**config.mk**
```make
export PLATFORM = sky130hd
export DESIGN_NAME = multicycle_stall_unit_flat
export DESIGN_NICKNAME = d
export VERILOG_FILES = /design/src/rtl/mcs_pkg.sv /design/src/rtl/multicycle_stall_unit_if.sv /design/src/rtl/sat_counter.sv /design/src/rtl/multicycle_stall_unit.sv /design/src/flat_wrapper.sv
export SDC_FILE = /design/constraint.sdc
export NUM_CORES = 1
export LEC_CHECK = 0
export BUFFER_PORTS_ARGS = -buffer_cell sky130_fd_sc_hd__buf_4
export CAP_MARGIN = 40
export CORE_UTILIZATION = 45
export CTS_BUF_LIST = sky130_fd_sc_hd__clkbuf_4
export DETAILED_ROUTE_END_ITERATION = 7
export PLACE_DENSITY = 0.7
export SLEW_MARGIN = 20
export SYNTH_ARGS = -nofsm -noshare
export SYNTH_HDL_FRONTEND = slang
export SYNTH_SLANG_ARGS = --single-unit
```
**constraint.sdc**
```tcl
create_clock -name clk -period 2.3 [get_ports clk]
set_clock_uncertainty 0.2 [all_clocks]
set_input_delay 0.345 -clock clk [delete_from_list [all_inputs] [get_ports clk]]
set_output_delay 0.345 -clock clk [all_outputs]
set_load 0.01 [all_outputs]
```
**src/rtl/mcs_pkg.sv**
```systemverilog
// ---------------------------------------------------------------------------
// mcs_pkg
// Shared definitions for the multi-cycle stall unit:
//   - FSM state type (IDLE / BUSY / DONE)
//   - op-class indices for the MUL/DIV/REM functional units
//   - default latency-table geometry and contents
// ---------------------------------------------------------------------------
package mcs_pkg;

    // FSM state encoding
    typedef enum logic [1:0] {
        IDLE = 2'd0,
        BUSY = 2'd1,
        DONE = 2'd2
    } state_t;

    // Op-class indices into the latency table
    localparam int OP_MUL = 0;
    localparam int OP_DIV = 1;
    localparam int OP_REM = 2;

    // Default table: entry k lives in bits [k*LAT_W +: LAT_W]
    localparam int                DEF_NUM_OPS   = 3;
    localparam int                DEF_LAT_W     = 5;
    localparam logic [14:0]       DEF_LATENCIES = {5'd10, 5'd10, 5'd3};

endpackage

```
**src/rtl/multicycle_stall_unit_if.sv**
```systemverilog
// ---------------------------------------------------------------------------
// multicycle_stall_unit_if
// Bundle between the EX stage (master) and the multi-cycle stall unit (slave).
//   issue_valid  : EX holds a multi-cycle instruction
//   issue_op     : op-class index of that instruction
//   pipe_hold    : another stall source freezes EX this cycle
//   flush        : kill the EX instruction
//   stall        : freeze IF..EX
//   done         : result valid, EX instruction may retire
//   busy_op      : class of the in-flight op (0 when idle)
//   stall_cycles : saturating count of stalled cycles
// ---------------------------------------------------------------------------
interface multicycle_stall_unit_if #(
    parameter int OP_W   = 2,
    parameter int PERF_W = 32
);
    logic              issue_valid;
    logic [OP_W-1:0]   issue_op;
    logic              pipe_hold;
    logic              flush;
    logic              stall;
    logic              done;
    logic [OP_W-1:0]   busy_op;
    logic [PERF_W-1:0] stall_cycles;

    modport master (
        output issue_valid, issue_op, pipe_hold, flush,
        input  stall, done, busy_op, stall_cycles
    );

    modport slave (
        input  issue_valid, issue_op, pipe_hold, flush,
        output stall, done, busy_op, stall_cycles
    );
endinterface

```
**src/rtl/sat_counter.sv**
```systemverilog
// ---------------------------------------------------------------------------
// sat_counter
// Up-counter that sticks at all-ones instead of wrapping.
//   clk     : clock, rising edge
//   rst     : asynchronous active-high reset, clears the count
//   i_inc   : add one this cycle
//   o_count : current count
// ---------------------------------------------------------------------------
module sat_counter #(
    parameter int W = 32
) (
    input  logic         clk,
    input  logic         rst,
    input  logic         i_inc,
    output logic [W-1:0] o_count
);

    logic [W-1:0] r_count;

    // Increment unless already saturated
    always_ff @(posedge clk or posedge rst) begin
        if (rst) begin
            r_count <= '0;
        end else if (i_inc && (r_count != {W{1'b1}})) begin
            r_count <= r_count + W'(1);
        end
    end

    assign o_count = r_count;

endmodule

```
**src/rtl/multicycle_stall_unit.sv**
```systemverilog
// ---------------------------------------------------------------------------
// multicycle_stall_unit
// Holds the pipeline while a fixed-latency multi-cycle unit (MUL/DIV/REM)
// works, then raises done until EX is allowed to advance.
//   clk : clock, rising edge
//   rst : asynchronous active-high reset
//   bus : slave side of multicycle_stall_unit_if (handshake, stall, done,
//         busy_op, stall_cycles)
// ---------------------------------------------------------------------------
module multicycle_stall_unit
    import mcs_pkg::*;
#(
    parameter int                         NUM_OPS   = DEF_NUM_OPS,
    parameter int                         LAT_W     = DEF_LAT_W,
    parameter logic [NUM_OPS*LAT_W-1:0]   LATENCIES = DEF_LATENCIES,
    parameter int                         PERF_W    = 32
) (
    input  logic                    clk,
    input  logic                    rst,
    multicycle_stall_unit_if.slave  bus
);

    localparam int OP_W = (NUM_OPS > 1) ? $clog2(NUM_OPS) : 1;

    state_t           r_state;
    state_t           w_next_state;
    logic [LAT_W-1:0] r_cnt;
    logic [LAT_W-1:0] w_next_cnt;
    logic [OP_W-1:0]  r_busy_op;
    logic [OP_W-1:0]  w_next_busy_op;
    logic [LAT_W-1:0] w_lat;
    logic             w_stall;
    logic             w_done;

    // Out-of-range op classes read as latency 0 (treated as single-cycle)
    always_comb begin
        w_lat = '0;
        for (int k = 0; k < NUM_OPS; k++) begin
            if (int'(bus.issue_op) == k) begin
                w_lat = LATENCIES[k*LAT_W +: LAT_W];
            end
        end
    end

    // State register
    always_ff @(posedge clk or posedge rst) begin
        if (rst) begin
            r_state   <= IDLE;
            r_cnt     <= '0;
            r_busy_op <= '0;
        end else begin
            r_state   <= w_next_state;
            r_cnt     <= w_next_cnt;
            r_busy_op <= w_next_busy_op;
        end
    end

    // Next-state logic; flush overrides everything, including a same-cycle issue
    always_comb begin
        w_next_state   = r_state;
        w_next_cnt     = r_cnt;
        w_next_busy_op = r_busy_op;
        if (bus.flush) begin
            w_next_state   = IDLE;
            w_next_cnt     = '0;
            w_next_busy_op = '0;
        end else begin
            case (r_state)
                IDLE: begin
                    if (bus.issue_valid && (w_lat != '0)) begin
                        // The issue cycle is the first stall cycle, so count L-1 more
                        w_next_cnt     = w_lat - LAT_W'(1);
                        w_next_busy_op = bus.issue_op;
                        w_next_state   = (w_lat == LAT_W'(1)) ? DONE : BUSY;
                    end
                end
                BUSY: begin
                    w_next_cnt = r_cnt - LAT_W'(1);
                    if (r_cnt == LAT_W'(1)) begin
                        w_next_state = DONE;
                    end
                end
                DONE: begin
                    // Stay put while held so the same EX instruction cannot re-issue
                    if (!bus.pipe_hold) begin
                        w_next_state   = IDLE;
                        w_next_cnt     = '0;
                        w_next_busy_op = '0;
                    end
                end
                default: begin
                    w_next_state   = IDLE;
                    w_next_cnt     = '0;
                    w_next_busy_op = '0;
                end
            endcase
        end
    end

    // Output logic; reset and flush both mask stall/done immediately
    always_comb begin
        w_stall = 1'b0;
        w_done  = 1'b0;
        if (!rst && !bus.flush) begin
            case (r_state)
                IDLE:    w_stall = bus.issue_valid && (w_lat != '0);
                BUSY:    w_stall = 1'b1;
                DONE:    w_done  = 1'b1;
                default: w_stall = 1'b0;
            endcase
        end
    end

    sat_counter #(
        .W (PERF_W)
    ) u_perf (
        .clk     (clk),
        .rst     (rst),
        .i_inc   (w_stall),
        .o_count (bus.stall_cycles)
    );

    assign bus.stall   = w_stall;
    assign bus.done    = w_done;
    assign bus.busy_op = r_busy_op;

endmodule
```
**src/flat_wrapper.sv**
```systemverilog
// flat-port wrapper written by rule: the top's interface ports become plain ports
module multicycle_stall_unit_flat import mcs_pkg::*;
#(
    parameter int                         NUM_OPS   = DEF_NUM_OPS,
    parameter int                         LAT_W     = DEF_LAT_W,
    parameter logic [NUM_OPS*LAT_W-1:0]   LATENCIES = DEF_LATENCIES,
    parameter int                         PERF_W    = 32
)
  (clk, rst, bus_issue_valid, bus_issue_op, bus_pipe_hold, bus_flush, bus_stall, bus_done, bus_busy_op, bus_stall_cycles);
  multicycle_stall_unit_if #(.PERF_W(PERF_W)) bus_i ();
  input  logic clk;
  input  logic rst;
  input wire logic [$bits(bus_i.issue_valid)-1:0] bus_issue_valid;
  input wire logic [$bits(bus_i.issue_op)-1:0] bus_issue_op;
  input wire logic [$bits(bus_i.pipe_hold)-1:0] bus_pipe_hold;
  input wire logic [$bits(bus_i.flush)-1:0] bus_flush;
  output wire logic [$bits(bus_i.stall)-1:0] bus_stall;
  output wire logic [$bits(bus_i.done)-1:0] bus_done;
  output wire logic [$bits(bus_i.busy_op)-1:0] bus_busy_op;
  output wire logic [$bits(bus_i.stall_cycles)-1:0] bus_stall_cycles;
  assign bus_i.issue_valid = bus_issue_valid;
  assign bus_i.issue_op = bus_issue_op;
  assign bus_i.pipe_hold = bus_pipe_hold;
  assign bus_i.flush = bus_flush;
  assign bus_stall = bus_i.stall;
  assign bus_done = bus_i.done;
  assign bus_busy_op = bus_i.busy_op;
  assign bus_stall_cycles = bus_i.stall_cycles;
  multicycle_stall_unit #(.NUM_OPS(NUM_OPS), .LAT_W(LAT_W), .LATENCIES(LATENCIES), .PERF_W(PERF_W)) u_core (.clk(clk), .rst(rst), .bus(bus_i));
endmodule
```
==> run_results.csv <==
group,metric,value,unit
logic_synthesis,synth_top_family_by_area,"simple AND/OR/NAND/NOR gates",
timing,rsz0062_at_grt,"false",
worst_setup_path,cp_cell_sequence,"dlygate4sd3_1 -> buf_4 -> clkinvlp_4 -> o211ai_1 -> inv_1 -> buf_4",
floorplanning,start_util,48.2,%
timing,finalSetupViolations,0,
layout,fillers,383,
cts,clk-insertion-delay-late,340,ps
power,switchingPower,507,uW
worst_setup_path,cp_slowest_cell,"dlygate4sd3_1",
layout,layout.nets,271,
logic_synthesis,synth_edf_count,0,
worst_setup_path,worst-path-buf-inv,5,
logic_synthesis,synth_xor_area_share,13.0,%
timing,finalCriticalPeriod,2140,ps
worst_setup_path,critPathLaunchType,"input port",
power,seqPwrFrac,54.3,%
layout,regArea,1030,um^2
global_route,grt_pass1_vias,1615,
timing,period_share,92.9,%
cts,clk_pin_slew,110,ps
worst_setup_path,end_kind,"output port",
global_route,grt_max_degree,42,
timing,slew_headroom,64.4,%
cts,cts_buffer_depth,2,
logic_synthesis,synth_area_leaders,"dfrtp_1 (48%), xnor2_1 (12%), nand4_1 (5.5%)",
worst_setup_path,cp_common_cell,"buf_4",
power,internal-power,1.13,mW
logic_synthesis,syn_area_per_cell,10.7,um^2
floorplanning,die_h,71.3,um
drt,drc,3,
cts,htreeDepth,2,
logic_synthesis,yosysWarnings,0,
timing,worst_slack,164,ps
min_path,hold_class,"input port to flip-flop",
logic_synthesis,ys_seq_area_share,47.5,%
timing,fmax,468,MHz
layout,diodes,0,
logic_synthesis,synth-compound-area-share,7.59,%
placed_design,dp_hpwl,3300,um
logic_synthesis,netlist_instances,201,
floorplanning,core_area,4470,um^2
cts,cts-root-buf,"clkbuf_4",
global_route,gr-total-overflow,0,
drt,viasPerCell,5.57,
cts,cts_tree,"yes",
drt,first_pass_iters,8,
power,power,1.63,mW
worst_setup_path,critPathKind,"input port to output port",
worst_setup_path,cp.arrival,1590,ps
logic_synthesis,synth_nets,214,
timing,slew_violations,0,
logic_synthesis,syn_area,2160,um^2
worst_setup_path,cpLargestDelayFamily,"buffers and inverters",
placed_design,gp_congestion,0.823,
run_status,status,"finished with violations",
drt,drt_iter0_markers,83,
floorplanning,fp-row-count,24,
drt,wire_per_inst,14.2,um
power,peakVddDrop,352,uV
worst_setup_path,critPathMaxStageDelay,520,ps
layout,area_growth,23.6,%
drt,drt-total-wl,4400,um
logic_synthesis,muxShareOfSynthArea,0.986,%
floorplanning,die_width,71.3,um
run_status,violations,"design-rule violations",
global_route,grt_pass1_wl,7470,um
logic_synthesis,async_flop_share,100,%
worst_setup_path,crit_required,1750,ps
placed_design,placed_area,2600,um^2
logic_synthesis,synth_fa_ha_area_share,3.48,%
layout,final_area,2670,um^2
placed_design,place_ws,61.9,ps
logic_synthesis,synth_cell_type_count,39,
cts,cts_buffers,5,
logic_synthesis,yosys.area_share.simple,24.6,%
power,p_clk_share,20.8,%
flow_run,cap_violations,0,
drt,vias,1726,
worst_setup_path,critical_path.max_fanout,3,
cts,clock_sinks,41,
timing,tns,0,ps
global_route,antenna_found_initial,0,
logic_synthesis,dominantRegCellSynth,"dfrtp_1",
floorplanning,dieArea,5080,um^2
placed_design,placed_cells,301,
power,comb_power_share,24.9,%
cts,cts_resized,0,
logic_synthesis,synth_top_area_share,47.5,%
timing,tightest_slew,529,ps
power,p_per_area,612,nW/um^2
placed_design,io_buffer_count,42,
timing,hold_viol,0,
logic_synthesis,synth-seq-cells,41,
layout,layout.cells.non_filler,310,
power,p_leak,1.25,nW
drt,drtAntennaViolNets,0,
layout,multi_input_area,1070,um^2
layout,drive_above_1_share,27.1,%
global_route,track_usage,18.8,%
logic_synthesis,yosys.area.top_type,"dfrtp_1",
power,switching_share,31.1,%
floorplanning,ios,43,
## layer usage
layer | up-vias | global-route usage [%] | wire, um
met4 | 0 | 5.33 | 52
met3 | 7 | 4.78 | 190
met1 | 835 | 24.2 | 2000
li1 | 839 | - | -
met5 | - | 0 | 0
met2 | 45 | 31.4 | 2160
## stage by stage
stage               util, %  hold WS, ps
CTS                    59.6         40.9
floorplan                 -          134
finish                 59.6         56.6
global route           59.6         50.4
global placement       58.1          284
detailed placement     58.1          294
## sequential cells by signal, summed over array words and instances, names as in the netlist
| signal | flops |
|---|---|
| u_core.u_perf.o_count | 32 |
| u_core.bus.busy_op | 2 |
| u_core.r_cnt | 5 |
| u_core.r_state | 2 |
## cells in the mapped netlist, types with 4 or more instances
library cell / number
nand4_1: 19
o21ai_0: 4
ha_1: 6
a22o_1: 4
dfrtp_1: 41
and3_1: 7
nand2_1: 16
nand3_1: 13
nor2_1: 9
xnor2_1: 29
inv_1: 10
## worst paths after layout
path                                                             from                                     to  slack [ps]  cells after the start
worst min register to register  u_core.u_perf.o_count[31]$_DFFE_PP0P_  u_core.u_perf.o_count[31]$_DFFE_PP0P_         300                      1
worst min-delay path                                  bus_issue_op[0]      u_core.bus.busy_op[0]$_DFFE_PP0P_          60                      2
worst max register to register   u_core.u_perf.o_count[1]$_DFFE_PP0P_  u_core.u_perf.o_count[30]$_DFFE_PP0P_         190                      6
min in group asynchronous                                         rst  u_core.u_perf.o_count[25]$_DFFE_PP0P_         510                      4
worst max-delay path                                              rst                              bus_stall         160                      6
max in group asynchronous                                         rst  u_core.u_perf.o_count[15]$_DFFE_PP0P_        1040                      4
## placed cells by master (no fill, tap or decap), drive strengths merged, types with 5 or more instances in the layout
cell	instances
and3	9
inv	9
xnor2	29
nand2	16
nand3	13
nand4	20
buf	51
nor4	5
nor2	10
ha	6
clkbuf	6
dfrtp	41
## what timing repair did
action	4_1_cts	5_1_grt
setup buffers	0	0
hold endpoints to repair	42	0
hold buffers	2	0
## logic make-up after synthesis
group                      count (synthesis)
and+or+nand+nor                           86
DFF                                       41
buffers and inverters                     13
AOI/OAI and AO/OA                         21
muxes                                      2
adders and majority gates                  6
xor gates and xnor gates                  32
## worst reg2reg max path, cell delays in order (launching register included)
cell     delay [ps]
dfrtp_1         410
ha_1            190
nand3_1         160
nor4_4          310
nor4b_4         430
nand4_1         170
xnor2_1         140
## layout make-up
cell class	instances	area share, %
multi-input cells	147	40.2
flip-flops and latches	41	38.5
repair buffers	53	15.6
well taps	52	2.44
clock buffers	6	1.69
inverters	10	1.55
clock inverters	1	0.141
## power groups by stage
stage	clock network (mW)	registers, mW	logic, mW
after detailed placement	0	0.896	0.410
after global routing	0.390	0.901	0.455
after CTS	0.355	0.883	0.413
final	0.339	0.887	0.406
after floorplan	0	0.911	0.224
after global placement	0	0.898	0.404
Power figures use the tool's default switching activity.
